`config.mk`:
```
export PLATFORM = sky130hd
export DESIGN_NAME = knn_local_sp_arbiter
export DESIGN_NICKNAME = d
export VERILOG_FILES = /design/src/rtl/knn_local_sp_pkg.sv /design/src/rtl/knn_local_sp_rsp_fifo.sv /design/src/rtl/knn_local_sp_arbiter.sv
export SDC_FILE = /design/constraint.sdc
export NUM_CORES = 1
export LEC_CHECK = 0
export CAP_MARGIN = 40
export CORE_AREA = 2 2 412 414
export DETAILED_ROUTE_END_ITERATION = 6
export DIE_AREA = 0 0 414 416
export PLACE_DENSITY = 0.5
export SYNTH_ARGS = -nofsm -noshare
export SYNTH_HDL_FRONTEND = slang
export SYNTH_SLANG_ARGS = --single-unit
```
`constraint.sdc`:
```
create_clock -name i_clk -period 8.6 [get_ports i_clk]
set_input_delay 0.86 -clock i_clk [delete_from_list [all_inputs] [get_ports i_clk]]
set_output_delay 0.86 -clock i_clk [all_outputs]
set_load 0.05 [all_outputs]
```
`src/rtl/knn_local_sp_pkg.sv`:
```
// Shared constants and types for the kNN local search-space buffer arbiter.
package knn_local_sp_pkg;

    localparam int KNN_DATA_W     = 256;
    localparam int KNN_ADDR_W     = 11;
    localparam int KNN_RD_LATENCY = 1;
    localparam int KNN_RSP_DEPTH  = 4;

    typedef enum logic [1:0] {
        GNT_NONE = 2'd0,
        GNT_WR   = 2'd1,
        GNT_RD   = 2'd2
    } grant_t;

    // Width of a counter that must hold values 0..max_val inclusive.
    function automatic int cnt_width(input int max_val);
        return (max_val < 1) ? 1 : $clog2(max_val + 1);
    endfunction

endpackage

```
`src/rtl/knn_local_sp_rsp_fifo.sv`:
```
// Show-ahead, register-based response FIFO; head data is visible while o_valid is high.
module knn_local_sp_rsp_fifo
    import knn_local_sp_pkg::*;
#(
    parameter  int WIDTH = KNN_DATA_W,
    parameter  int DEPTH = KNN_RSP_DEPTH,
    localparam int CNT_W = cnt_width(DEPTH),
    localparam int PTR_W = (DEPTH > 1) ? $clog2(DEPTH) : 1
) (
    input  logic             i_clk,
    input  logic             i_rst_n,
    input  logic             i_push,
    input  logic [WIDTH-1:0] i_data,
    input  logic             i_pop,
    output logic             o_valid,
    output logic [WIDTH-1:0] o_data,
    output logic [CNT_W-1:0] o_count
);

    logic [WIDTH-1:0] r_mem [DEPTH];
    logic [PTR_W-1:0] r_wr_ptr;
    logic [PTR_W-1:0] r_rd_ptr;
    logic [CNT_W-1:0] r_count;
    logic             w_full;
    logic             w_empty;
    logic             w_push_ok;
    logic             w_pop_ok;

    // Pointers wrap explicitly so DEPTH need not be a power of two.
    function automatic logic [PTR_W-1:0] next_ptr(input logic [PTR_W-1:0] p);
        return (p == PTR_W'(DEPTH - 1)) ? '0 : p + PTR_W'(1);
    endfunction

    assign w_empty   = (r_count == '0);
    assign w_full    = (r_count == CNT_W'(DEPTH));
    assign w_push_ok = i_push & ~w_full;
    assign w_pop_ok  = i_pop & ~w_empty;

    assign o_valid = ~w_empty;
    assign o_data  = r_mem[r_rd_ptr];
    assign o_count = r_count;

    // Storage array; contents need no reset because occupancy is tracked by r_count.
    always_ff @(posedge i_clk) begin
        if (w_push_ok) begin
            r_mem[r_wr_ptr] <= i_data;
        end
    end

    // Pointer and occupancy bookkeeping.
    always_ff @(posedge i_clk) begin
        if (!i_rst_n) begin
            r_wr_ptr <= '0;
            r_rd_ptr <= '0;
            r_count  <= '0;
        end else begin
            if (w_push_ok) begin
                r_wr_ptr <= next_ptr(r_wr_ptr);
            end
            if (w_pop_ok) begin
                r_rd_ptr <= next_ptr(r_rd_ptr);
            end
            case ({w_push_ok, w_pop_ok})
                2'b10:   r_count <= r_count + CNT_W'(1);
                2'b01:   r_count <= r_count - CNT_W'(1);
                default: r_count <= r_count;
            endcase
        end
    end

    // Upstream credit accounting must never let a push land on a full FIFO.
    always_ff @(posedge i_clk) begin
        if (i_rst_n) begin
            assert (!(i_push && w_full));
        end
    end

endmodule

```
`src/rtl/knn_local_sp_arbiter.sv`:
```
// Arbitrates one single-port search-space buffer between the load stage (writes)
// and the distance stage (reads); read data returns in order through a credited FIFO.
module knn_local_sp_arbiter
    import knn_local_sp_pkg::*;
#(
    parameter int DATA_W     = KNN_DATA_W,
    parameter int ADDR_W     = KNN_ADDR_W,
    parameter int RD_LATENCY = KNN_RD_LATENCY,
    parameter int RSP_DEPTH  = KNN_RSP_DEPTH
) (
    input  logic              i_clk,
    input  logic              i_reset,
    input  logic              i_wr_valid,
    output logic              o_wr_ready,
    input  logic [ADDR_W-1:0] i_wr_addr,
    input  logic [DATA_W-1:0] i_wr_data,
    input  logic              i_rd_valid,
    output logic              o_rd_ready,
    input  logic [ADDR_W-1:0] i_rd_addr,
    output logic              o_rsp_valid,
    input  logic              i_rsp_ready,
    output logic [DATA_W-1:0] o_rsp_data,
    output logic [ADDR_W-1:0] o_mem_address0,
    output logic              o_mem_ce0,
    output logic              o_mem_we0,
    output logic [DATA_W-1:0] o_mem_d0,
    input  logic [DATA_W-1:0] i_mem_q0,
    output logic              o_busy
);

    localparam int CNT_W = cnt_width(RSP_DEPTH);
    localparam int OCC_W = cnt_width(RSP_DEPTH + RD_LATENCY) + 1;

    grant_t              r_last_grant;
    grant_t              w_grant;
    logic [RD_LATENCY-1:0] r_inflight;
    logic [OCC_W-1:0]    w_inflight_cnt;
    logic [OCC_W-1:0]    w_occupancy;
    logic [CNT_W-1:0]    w_fifo_count;
    logic                w_fifo_valid;
    logic [DATA_W-1:0]   w_fifo_data;
    logic                w_rd_eligible;
    logic                w_wr_req;
    logic                w_rd_req;
    logic                w_grant_wr;
    logic                w_grant_rd;
    logic                w_push;
    logic                w_pop;

    // Count reads currently travelling through the memory pipeline.
    always_comb begin
        w_inflight_cnt = '0;
        for (int i = 0; i < RD_LATENCY; i++) begin
            w_inflight_cnt = w_inflight_cnt + OCC_W'(r_inflight[i]);
        end
    end

    // Every in-flight read already owns a FIFO slot, so a push can never hit a full FIFO.
    assign w_occupancy   = w_inflight_cnt + OCC_W'(w_fifo_count);
    assign w_rd_eligible = (w_occupancy < OCC_W'(RSP_DEPTH));

    // Requests are masked while reset is held so nothing reaches the memory.
    assign w_wr_req = i_reset & i_wr_valid;
    assign w_rd_req = i_reset & i_rd_valid & w_rd_eligible;

    // Single-grant arbitration; a conflict goes to whichever side was not granted last.
    always_comb begin
        w_grant = GNT_NONE;
        if (w_wr_req && w_rd_req) begin
            w_grant = (r_last_grant == GNT_WR) ? GNT_RD : GNT_WR;
        end else if (w_wr_req) begin
            w_grant = GNT_WR;
        end else if (w_rd_req) begin
            w_grant = GNT_RD;
        end
    end

    assign w_grant_wr = (w_grant == GNT_WR);
    assign w_grant_rd = (w_grant == GNT_RD);

    // Remember the last winner; READ after reset makes the first conflict go to WRITE.
    always_ff @(posedge i_clk) begin
        if (!i_reset) begin
            r_last_grant <= GNT_RD;
        end else if (w_grant != GNT_NONE) begin
            r_last_grant <= w_grant;
        end
    end

    // Valid shift register that mirrors the fixed memory read latency.
    always_ff @(posedge i_clk) begin
        if (!i_reset) begin
            r_inflight <= '0;
        end else begin
            r_inflight[0] <= w_grant_rd;
            for (int i = 1; i < RD_LATENCY; i++) begin
                r_inflight[i] <= r_inflight[i-1];
            end
        end
    end

    assign w_push = r_inflight[RD_LATENCY-1];
    assign w_pop  = o_rsp_valid & i_rsp_ready;

    knn_local_sp_rsp_fifo #(
        .WIDTH (DATA_W),
        .DEPTH (RSP_DEPTH)
    ) u_rsp_fifo (
        .i_clk   (i_clk),
        .i_rst_n (i_reset),
        .i_push  (w_push),
        .i_data  (i_mem_q0),
        .i_pop   (w_pop),
        .o_valid (w_fifo_valid),
        .o_data  (w_fifo_data),
        .o_count (w_fifo_count)
    );

    assign o_wr_ready     = w_grant_wr;
    assign o_rd_ready     = w_grant_rd;
    assign o_mem_ce0      = w_grant_wr | w_grant_rd;
    assign o_mem_we0      = w_grant_wr;
    assign o_mem_address0 = w_grant_rd ? i_rd_addr : (w_grant_wr ? i_wr_addr : '0);
    assign o_mem_d0       = w_grant_wr ? i_wr_data : '0;

    assign o_rsp_valid = i_reset & w_fifo_valid;
    assign o_rsp_data  = w_fifo_data;
    assign o_busy      = i_reset & ((w_inflight_cnt != '0) | (w_fifo_count != '0));

endmodule

```
Word-level counts from Yosys, hierarchy flattened
Memories as Yosys holds them, arrays and structs flattened. A register that Yosys moved wholly into a read port is not among the register bits.
Cells that the tools add are included.
- bitwise operators: 12
- muxes and demuxes: 14
- $add $sub $neg: 5
- order comparisons: 1
- reductions and logical operators: 5
- equal/unequal tests: 8
- operator list (cell ; count):
    256-bit 2-to-1 mux ; 1
    11-bit 2-to-1 mux ; 2
    2-bit 2-to-1 mux ; 8
    1-bit AND ; 8
    2-bit == test, second input constant ; 4
    2-bit by 1-bit == test with 1-bit output, second input constant ; 3
    3-bit one-hot mux with 2 select lines ; 1
    1-bit by 3-bit adder with 4-bit output ; 1
    2-bit by 1-bit adder with 2-bit output, second input constant ; 2
    4-bit by 3-bit less-than comparator with 1-bit output, second input constant ; 1
    2-bit nonzero test ; 2
    3-bit by 1-bit adder with 3-bit output, second input constant ; 1
    3-bit == test, second input constant ; 1
    3-bit zero test ; 1
    3-bit nonzero test ; 1
    3-bit by 1-bit subtractor with 3-bit output, second input constant ; 1
    1-bit 2-to-1 mux ; 2
    1-bit NOT ; 2
    1-bit OR ; 2
    1-bit logical AND ; 1
- register bits after elaboration: 10
- output and inout port bits: 529
- memories kept: 1
- RAM bits: 1024
- memory list (memory ; depth ; bits a word ; rd ports ; clocked after Yosys merged registers in ; wr ports ; line ; source):
    u_rsp_fifo.r_mem ; 4 ; 256 ; 1 ; 1 ; 1 ; knn_local_sp_rsp_fifo.sv:20 ; logic [WIDTH-1:0] r_mem [DEPTH];

Logic depth before layout (Yosys ltp)
Gate-level depths: netlist of the first run.
- depth after elaboration: 9
- depth in mapped cells: 9

Modules after synthesis
From an unflattened synthesis of the first run, not the netlist that was laid out.
- cell total of the unflattened synthesis: 1740
- area total of the unflattened synthesis: 39853.2 um2
- by module, submodules not included (module ; instances ; sequential area each (um2) ; area each (um2) ; cells each):
    knn_local_sp_rsp_fifo ; 1 ; 30929.7 ; 37669.9 ; 1392
    knn_local_sp_arbiter ; 1 ; 60.1 ; 2183.3 ; 348

Worst setup path before layout of the first run
Ideal clock, no wire load.
- kind: reg-to-reg
- start: reg u_rsp_fifo.r_count[0], in the netlist u_rsp_fifo.o_count[0]
- end: mem u_rsp_fifo.r_mem[1][0] (netlist name) (enable)
- path buffers: 0
- library setup time: 649 ps
- path slack: 1219 ps
- cell stages (with the launch flop): 4
- data arrival time: 6732 ps
- required time: 7951 ps
- clock period less this slack: 7381 ps
- path through: dfxtp_1 -> inv_1 -> a31oi_1 -> and2_1
- word-level cells in the longest chain between the ends: 5
- ends and longest elaborated chain (element ; line ; source):
    from (decl) ; knn_local_sp_rsp_fifo.sv:23 ; logic [CNT_W-1:0] r_count;
    from (signal assigned) ; knn_local_sp_rsp_fifo.sv:64 ; 2'b10: r_count <= r_count + CNT_W'(1);
    from (signal assigned) ; knn_local_sp_rsp_fifo.sv:65 ; 2'b01: r_count <= r_count - CNT_W'(1);
    from (signal assigned) ; knn_local_sp_rsp_fifo.sv:66 ; default: r_count <= r_count;
    3-bit == test ; knn_local_sp_rsp_fifo.sv:35 ; assign w_full = (r_count == CNT_W'(DEPTH));
    1-bit NOT ; knn_local_sp_rsp_fifo.sv:36 ; assign w_push_ok = i_push & ~w_full;
    1-bit AND ; knn_local_sp_rsp_fifo.sv:36 ;
    1-bit 2-to-1 mux ; knn_local_sp_rsp_fifo.sv:45 ; if (w_push_ok) begin
    1-bit 2-to-1 mux (not written as such) ; knn_local_sp_rsp_fifo.sv:46 ; r_mem[r_wr_ptr] <= i_data;
    to (decl) ; knn_local_sp_rsp_fifo.sv:20 ;
No other way between the ends.

Worst setup path in the final report of the first run
- start: in i_reset
- end: out o_mem_d0[124]
- word-level cells in the longest chain between the ends: 7
- elaborated cells on any way between the ends: 9
- those cells by class: 1 x eq/ne; 4 x mux; 3 x bitwise; 1 x reduce/logical
- ends and longest elaborated chain (element ; line ; source):
    from (decl) ; knn_local_sp_arbiter.sv:12 ; input logic i_reset,
    1-bit AND (2 in a row) ; knn_local_sp_arbiter.sv:64 ; assign w_rd_req = i_reset & i_rd_valid & w_rd_eligible;
    2-bit 2-to-1 mux ; knn_local_sp_arbiter.sv:73 ; end else if (w_rd_req) begin
    2-bit 2-to-1 mux ; knn_local_sp_arbiter.sv:71 ; end else if (w_wr_req) begin
    2-bit 2-to-1 mux * ; knn_local_sp_arbiter.sv:69 ; if (w_wr_req && w_rd_req) begin
    2-bit by 1-bit == test with 1-bit output * ; knn_local_sp_arbiter.sv:78 ; assign w_grant_wr = (w_grant == GNT_WR);
    256-bit 2-to-1 mux * ; knn_local_sp_arbiter.sv:124 ; assign o_mem_d0 = w_grant_wr ? i_wr_data : '0;
    to (decl) ; knn_local_sp_arbiter.sv:26 ; output logic [DATA_W-1:0] o_mem_d0,
Every way passes the cells marked *; elsewhere a longest branch is shown, timed or not.

==> impl_metrics.yaml, run 1 <==
place:
  dp.final_hpwl_mm: 120
  placed_area_um2: 52900
  port_buffers: 1067
  gp_congestion: 1.23
final_layout:
  seq_area_um2: 31000
  multiInputGateArea_um2: 7910
  nets: 3387
  drive_gt1_share_pct: 16.1
  finalInstanceArea_um2: 56600
  fillers: 16019
  area_growth_pct: 43.8
die:
  die_x_um: 414
  coreArea_um2: 168000
  std_cell_rows: 151
  die_area_um2: 172000
  io_pins: 1068
  start_util_pct: 23.4
  die_height_um: 416
detailed_routing:
  firstDrtPassIters: 5
  vias_per_cell: 4.21
  num_vias: 21758
  drt_iter0_drc: 1247
  detail_route.wl_per_cell_um: 31.1
  route.detailed.drc: 0
  drt-total-wl_mm: 161
  ant_nets: 0
logic_synthesis:
  synth_most_common_cell: "edfxtp_1"
  synth_nets: 2261
  synth_cells: 1715
  synthTopCellsByCount: "edfxtp_1 (1024), and2_1 (262), mux4_2 (256)"
  yosysTopAreaCell: "edfxtp_1"
  ys.flop_type: "edfxtp_1"
  avgSynthCellArea_um2: 22.9
  synth-async-reset-ratio_pct: 0
  synth_edf_count: 1024
  synth-seq-cells: 1036
  synth_area_um2: 39300
  synth_seq_area_share_pct: 78.8
  ys_types: 32
  synth.top_cells.by_area: "edfxtp_1 (78%), mux4_2 (15%), and2_1 (4.2%)"
  netlist.area_leader.share_pct: 78.1
  yosysWarningCount: 0
run_status:
  outcome: "finished clean"
setup_path:
  start_kind: "input port"
  crit_path_end_kind: "output port"
  path_max_fanout: 65
  required_ps: 7740
  crit_type: "input port to output port"
  critical_path_arrival_ps: 4520
cts:
  htreeDepth: 3
  postCtsSetupRepairBufs: 0
  cts.sink_count: 1036
  clockRootBuffer: "clkbuf_16"
  ctsLongestPathBuffers: 3
  cts_made_buffers: 112
  cts.repair.resized: 0
  clock_latency_ps: 730
  path_clk_slew_ps: 60
  ctsHoldBuffers: 0
  cts_tree: "built"
global_route:
  grt_pass1_vias: 22473
  grt_pass1_wl_mm: 212
  antenna_found_initial: 97
  grt_usage_pct: 18.3
  grt_max_degree: 123
  overflow: 0
timing:
  rsz0062_at_grt: "no"
  fmax_mhz: 186
  setup_viol: 0
  finalCritPeriodShare_pct: 62.5
  finalMaxSlewViolations: 0
  whs_ps: 497
  fin_tns_setup_ps: 0
  finClkSkew_ps: 45.6
  tightest_slew_ps: 1010
  relSlewSlack_pct: 32.4
  finalCriticalPeriod_ps: 5380
  finalHoldViolCount: 0
power:
  powerDensity_nw_per_um2: 222
  peakVddDrop_v: 0.000162
  p_leak_nw: 17.8
hold_path:
  min_path_type: "register to register"
flow_run:
  max_cap_violations: 0
where the power goes:
group / internal [W] / total [W] / switching, W
registers: 0.00565 / 0.00568 / 0.0000280
clock network: 0.00269 / 0.00471 / 0.00202
logic: 0.000823 / 0.00216 / 0.00134
through the flow:
| step | utilization (%) | total power [W] | worst slack, ps | instances |
|---|---|---|---|---|
| 2_1_floorplan | - | 0.00699 | 1220 | 1715 |
| 4_1_cts | 33.6 | 0.0127 | 3240 | 5147 |
| 5_1_grt | 33.6 | 0.0130 | 3000 | 5152 |
| 6_report | 33.6 | 0.0126 | 3220 | 5168 |
| 3_3_place_gp | 31.3 | 0.00796 | 3080 | 4929 |
| 3_5_place_dp | 31.4 | 0.00797 | 3240 | 4941 |
worst paths after layout:
check,cells after the start,startpoint,end,slack (ps)
max,7,i_reset,o_mem_d0[124],3220
min,1,u_rsp_fifo.r_rd_ptr[0]$_SDFFE_PN0N_,register,500
max reg2reg,5,u_rsp_fifo.o_count[0]$_SDFFE_PN0P_,u_rsp_fifo.r_mem[2][184]$_DFFE_PP_,5430
min reg2reg,1,u_rsp_fifo.r_rd_ptr[0]$_SDFFE_PN0N_,register,500
sequential cells by signal (all words and copies together) (netlist names), named ones only:
register	cells
u_rsp_fifo.r_rd_ptr	2
u_rsp_fifo.r_mem	1024
r_inflight	1
u_rsp_fifo.r_wr_ptr	2
u_rsp_fifo.o_count	3
r_last_grant	2
layout by cell type, fill, tap and decap left out, types with 2 or more instances in the layout:
cell type        instances
inv_16                   2
nor2_1                   4
clkinvlp_4               6
buf_16                   2
bufinv_16               10
and2_1                 258
clkbuf_16              112
mux2_2                  11
and2_4                   4
clkdlybuf4s50_1       1067
clkbuf_1                15
clkinv_1                28
buf_8                   11
clkinv_16                2
inv_1                    9
mux2i_1                  2
nand2_1                  6
mux4_2                 256
dfxtp_1                 10
diode_2                 17
clkinv_2                24
buf_12                  12
and3_1                  11
o21ai_0                  4
dfxtp_4                  2
ha_1                     6
nand3_1                  3
buf_4                   10
inv_6                    5
edfxtp_1              1024
nor2b_1                  2
per-layer routing:
metal / GRT usage (%) / vias up / wire (µm)
li1: - / 9326 / -
met1: 21.7 / 11207 / 63700
met2: 29.7 / 857 / 76000
met3: 9.71 / 302 / 17300
met4: 3.30 / 66 / 3390
met5: 0 / - / 427
worst max-delay path, cell delays in order:
cell,delay [ps]
clkdlybuf4s50_1,920
nand2_1,230
a21oi_2,240
o21ba_4,430
buf_4,570
and2_1,340
clkdlybuf4s50_1,880
logic make-up after synthesis:
logic type / Yosys count / synth area share, %
AOI/OAI and AO/OA: 11 / 0.194
xor gates and xnor gates: 2 / 0.0445
adders and majority gates: 7 / 0.242
buffers and inverters: 99 / 1.19
DFF: 1036 / 78.8
muxes: 269 / 15.0
and+or+nand+nor: 291 / 4.56
area by class of cell:
class | instances | area share, %
Antenna cell | 17 | 0.0752
Clock buffer | 127 | 5.05
Clock inverter | 79 | 1.30
Inverter | 9 | 0.0597
Multi-Input combinational cell | 580 | 14.0
Sequential cell | 1036 | 54.8
Tap cell | 2218 | 4.91
Timing Repair Buffer | 1102 | 19.8
(Power assumes the default switching activity.)
==> inputs of run 2 (changes only) <==
==> constraint.sdc (replaced) <==
create_clock -name i_clk -period 5.6 [get_ports i_clk]
set_input_delay 0.56 -clock i_clk [delete_from_list [all_inputs] [get_ports i_clk]]
set_output_delay 0.56 -clock i_clk [all_outputs]
set_load 0.05 [all_outputs]
==> impl_metrics.yaml, run 2 <==
run_status:
  outcome: "aborted with a tool error"
  failed_stage: "3_3_place_gp"
  stop_error: "[ERROR GPL-0305] RePlAce diverged during gradient descent calculation, resulting in an invalid step length (Inf or NaN). This is often caused by numerical instability ..."
logic_synthesis:
  netlist.area_leader.share_pct: 78.1
  synthTopCellsByCount: "edfxtp_1 (1024), and2_1 (262), mux4_2 (256)"
  synth_top_family_by_area: "multiplexers"
  synth_seq_area_share_pct: 78.8
  synthAdderAreaFrac_pct: 0.242
  synth_most_common_cell: "edfxtp_1"
  yosys.area_share.xor_xnor_pct: 0.0445
  ys.flop_type: "edfxtp_1"
  yosysTopAreaCell: "edfxtp_1"
  synth_area_um2: 39300
  synth-seq-cells: 1036
  synth_edf_count: 1024
  ys_types: 32
  synthMuxAreaShare_pct: 15.0
  avgSynthCellArea_um2: 22.9
  synth_nets: 2261
  synth-async-reset-ratio_pct: 0
  synth.top_cells.by_area: "edfxtp_1 (78%), mux4_2 (15%), and2_1 (4.2%)"
  synth_cells: 1715
  synth_compound_area_share_pct: 0.194
  yosysWarningCount: 0
  synthSimpleGateAreaFrac_pct: 4.56
die:
  die_x_um: 414
  io_pins: 1068
  die_height_um: 416
  std_cell_rows: 151
  start_util_pct: 23.4
place:
  port_buffers: 1067
run 2: cells by family after synthesis:
logic type               Yosys count
flip-flops                      1036
AND/OR/NAND/NOR                  291
multiplexers                     269
buffers and inverters             99
AO/OA/AOI/OAI                     11
adder cells (fa/ha/maj)            7
XOR/XNOR                           2
==> inputs of run 3 (changes only) <==
--- a/config.mk
+++ b/config.mk
@@ -6,10 +6,10 @@
 export NUM_CORES = 1
 export LEC_CHECK = 0
 export CAP_MARGIN = 40
-export CORE_AREA = 2 2 412 414
+export CORE_AREA = 2 2 413 415
 export DETAILED_ROUTE_END_ITERATION = 6
-export DIE_AREA = 0 0 414 416
-export PLACE_DENSITY = 0.5
+export DIE_AREA = 0 0 415 417
+export PLACE_DENSITY_LB_ADDON = 0.15
 export SYNTH_ARGS = -nofsm -noshare
 export SYNTH_HDL_FRONTEND = slang
 export SYNTH_SLANG_ARGS = --single-unit
==> impl_metrics.yaml, run 3 (synthesized netlist as in run 1, its figures left out) <==
die:
  die_area_um2: 173000
  die_x_um: 415
  io_pins: 1068
  coreArea_um2: 169000
  std_cell_rows: 151
  die_height_um: 417
  start_util_pct: 23.3
cts:
  cts_tree: "built"
  clockRootBuffer: "clkbuf_16"
  clock_latency_ps: 750
  cts.repair.resized: 0
  postCtsSetupRepairBufs: 0
  cts_made_buffers: 117
  ctsHoldBuffers: 0
  cts.sink_count: 1036
  path_clk_slew_ps: 60
  ctsLongestPathBuffers: 3
  htreeDepth: 3
setup_path:
  start_kind: "input port"
  required_ps: 5040
  path_max_fanout: 81
  crit_type: "input port to output port"
  crit_path_end_kind: "output port"
  critical_path_arrival_ps: 4540
timing:
  layout_setup_ws_ps: 497
  finalHoldViolCount: 0
  fmax_mhz: 196
  finClkSkew_ps: 65.0
  rsz0062_at_grt: "no"
  relSlewSlack_pct: 36.7
  finalCriticalPeriod_ps: 5100
  tightest_slew_ps: 946
  finalCritPeriodShare_pct: 91.1
  fin_tns_setup_ps: 0
  finalMaxSlewViolations: 0
  setup_viol: 0
place:
  gp_congestion: 1.02
  port_buffers: 1067
  placed_area_um2: 52900
  dp.final_hpwl_mm: 165
  place_ws_ps: 548
global_route:
  grt_pass1_vias: 23832
  grt_max_degree: 92
  overflow: 0
  antenna_found_initial: 190
  grt_usage_pct: 23.7
  grt_pass1_wl_mm: 264
hold_path:
  min_path_type: "input port to register"
detailed_routing:
  detail_route.wl_per_cell_um: 40.0
  firstDrtPassIters: 5
  route.detailed.drc: 0
  num_vias: 22974
  drt-total-wl_mm: 209
  drt_iter0_drc: 1574
  vias_per_cell: 4.41
  ant_nets: 0
final_layout:
  fillers: 16038
  layout_common_cells: "edfxtp_1 (1024), clkdlybuf4s50_1 (969), and2_1 (258)"
  regMostFlops: "u_rsp_fifo.r_mem"
  largest_reg_flops: 1024
  drive_gt1_share_pct: 19.4
  nets: 3408
  finalInstanceArea_um2: 56600
  mostFrequentLayoutCell: "edfxtp_1"
  area_growth_pct: 44.0
  fin_util_pct: 33.6
run_status:
  outcome: "finished clean"
power:
  power.total_w: 0.0194
  p_leak_nw: 18.1
  powerDensity_nw_per_um2: 342
  peakVddDrop_v: 0.000274
flow_run:
  max_cap_violations: 0
## run 3: path summary, 6_finish.rpt
path	endpoint	start	slack [ps]	cells past startpoint
setup / recovery	o_mem_d0[165]	i_wr_valid	500	7
hold / removal	u_rsp_fifo.r_mem[3][173]$_DFFE_PP_	i_mem_q0[173]	440	1
setup reg to reg	u_rsp_fifo.r_mem[1][71]$_DFFE_PP_	u_rsp_fifo.o_count[0]$_SDFFE_PN0P_	2660	4
hold reg to reg	register	u_rsp_fifo.r_rd_ptr[0]$_SDFFE_PN0N_	500	1
## run 3: layout make-up
| type | instances | area, µm² | area share (%) |
|---|---|---|---|
| diodes | 44 | 110 | 0.194 |
| clock buffers | 154 | 3070 | 5.41 |
| clock inverters | 53 | 473 | 0.835 |
| inverters | 9 | 33.8 | 0.0596 |
| multi-input cells | 580 | 7910 | 14.0 |
| flip-flops and latches | 1036 | 31000 | 54.7 |
| well taps | 2218 | 2780 | 4.90 |
| repair buffers | 1118 | 11300 | 19.9 |
## run 3: power breakdown
part           internal, W  switching, W  total (W)
logic              0.00129       0.00222    0.00351
clock network      0.00403       0.00310    0.00712
registers          0.00868     0.0000447    0.00873
## run 3: routing by layer
metal	vias to the layer above	global-route usage, %	part of all wire, %
met5	-	0	0.18
met4	60	4.50	2.2
met3	421	8.40	8.5
met2	1037	41.2	50
met1	12070	28.4	39
li1	9386	-	-
## run 3: critical path, stage by stage
cell and delay [ps]:
clkdlybuf4s50_1 920, nand2_1 220, a21oi_2 240, o21ba_4 520, buf_12 380, and2_1 480, clkdlybuf4s50_1 1040
## run 3: through the flow
step,instances,hold slack [ps]
finish,5212,445
global route,5176,393
CTS,5165,361
detailed placement,4958,486
global placement,4941,503
floorplan,1715,463
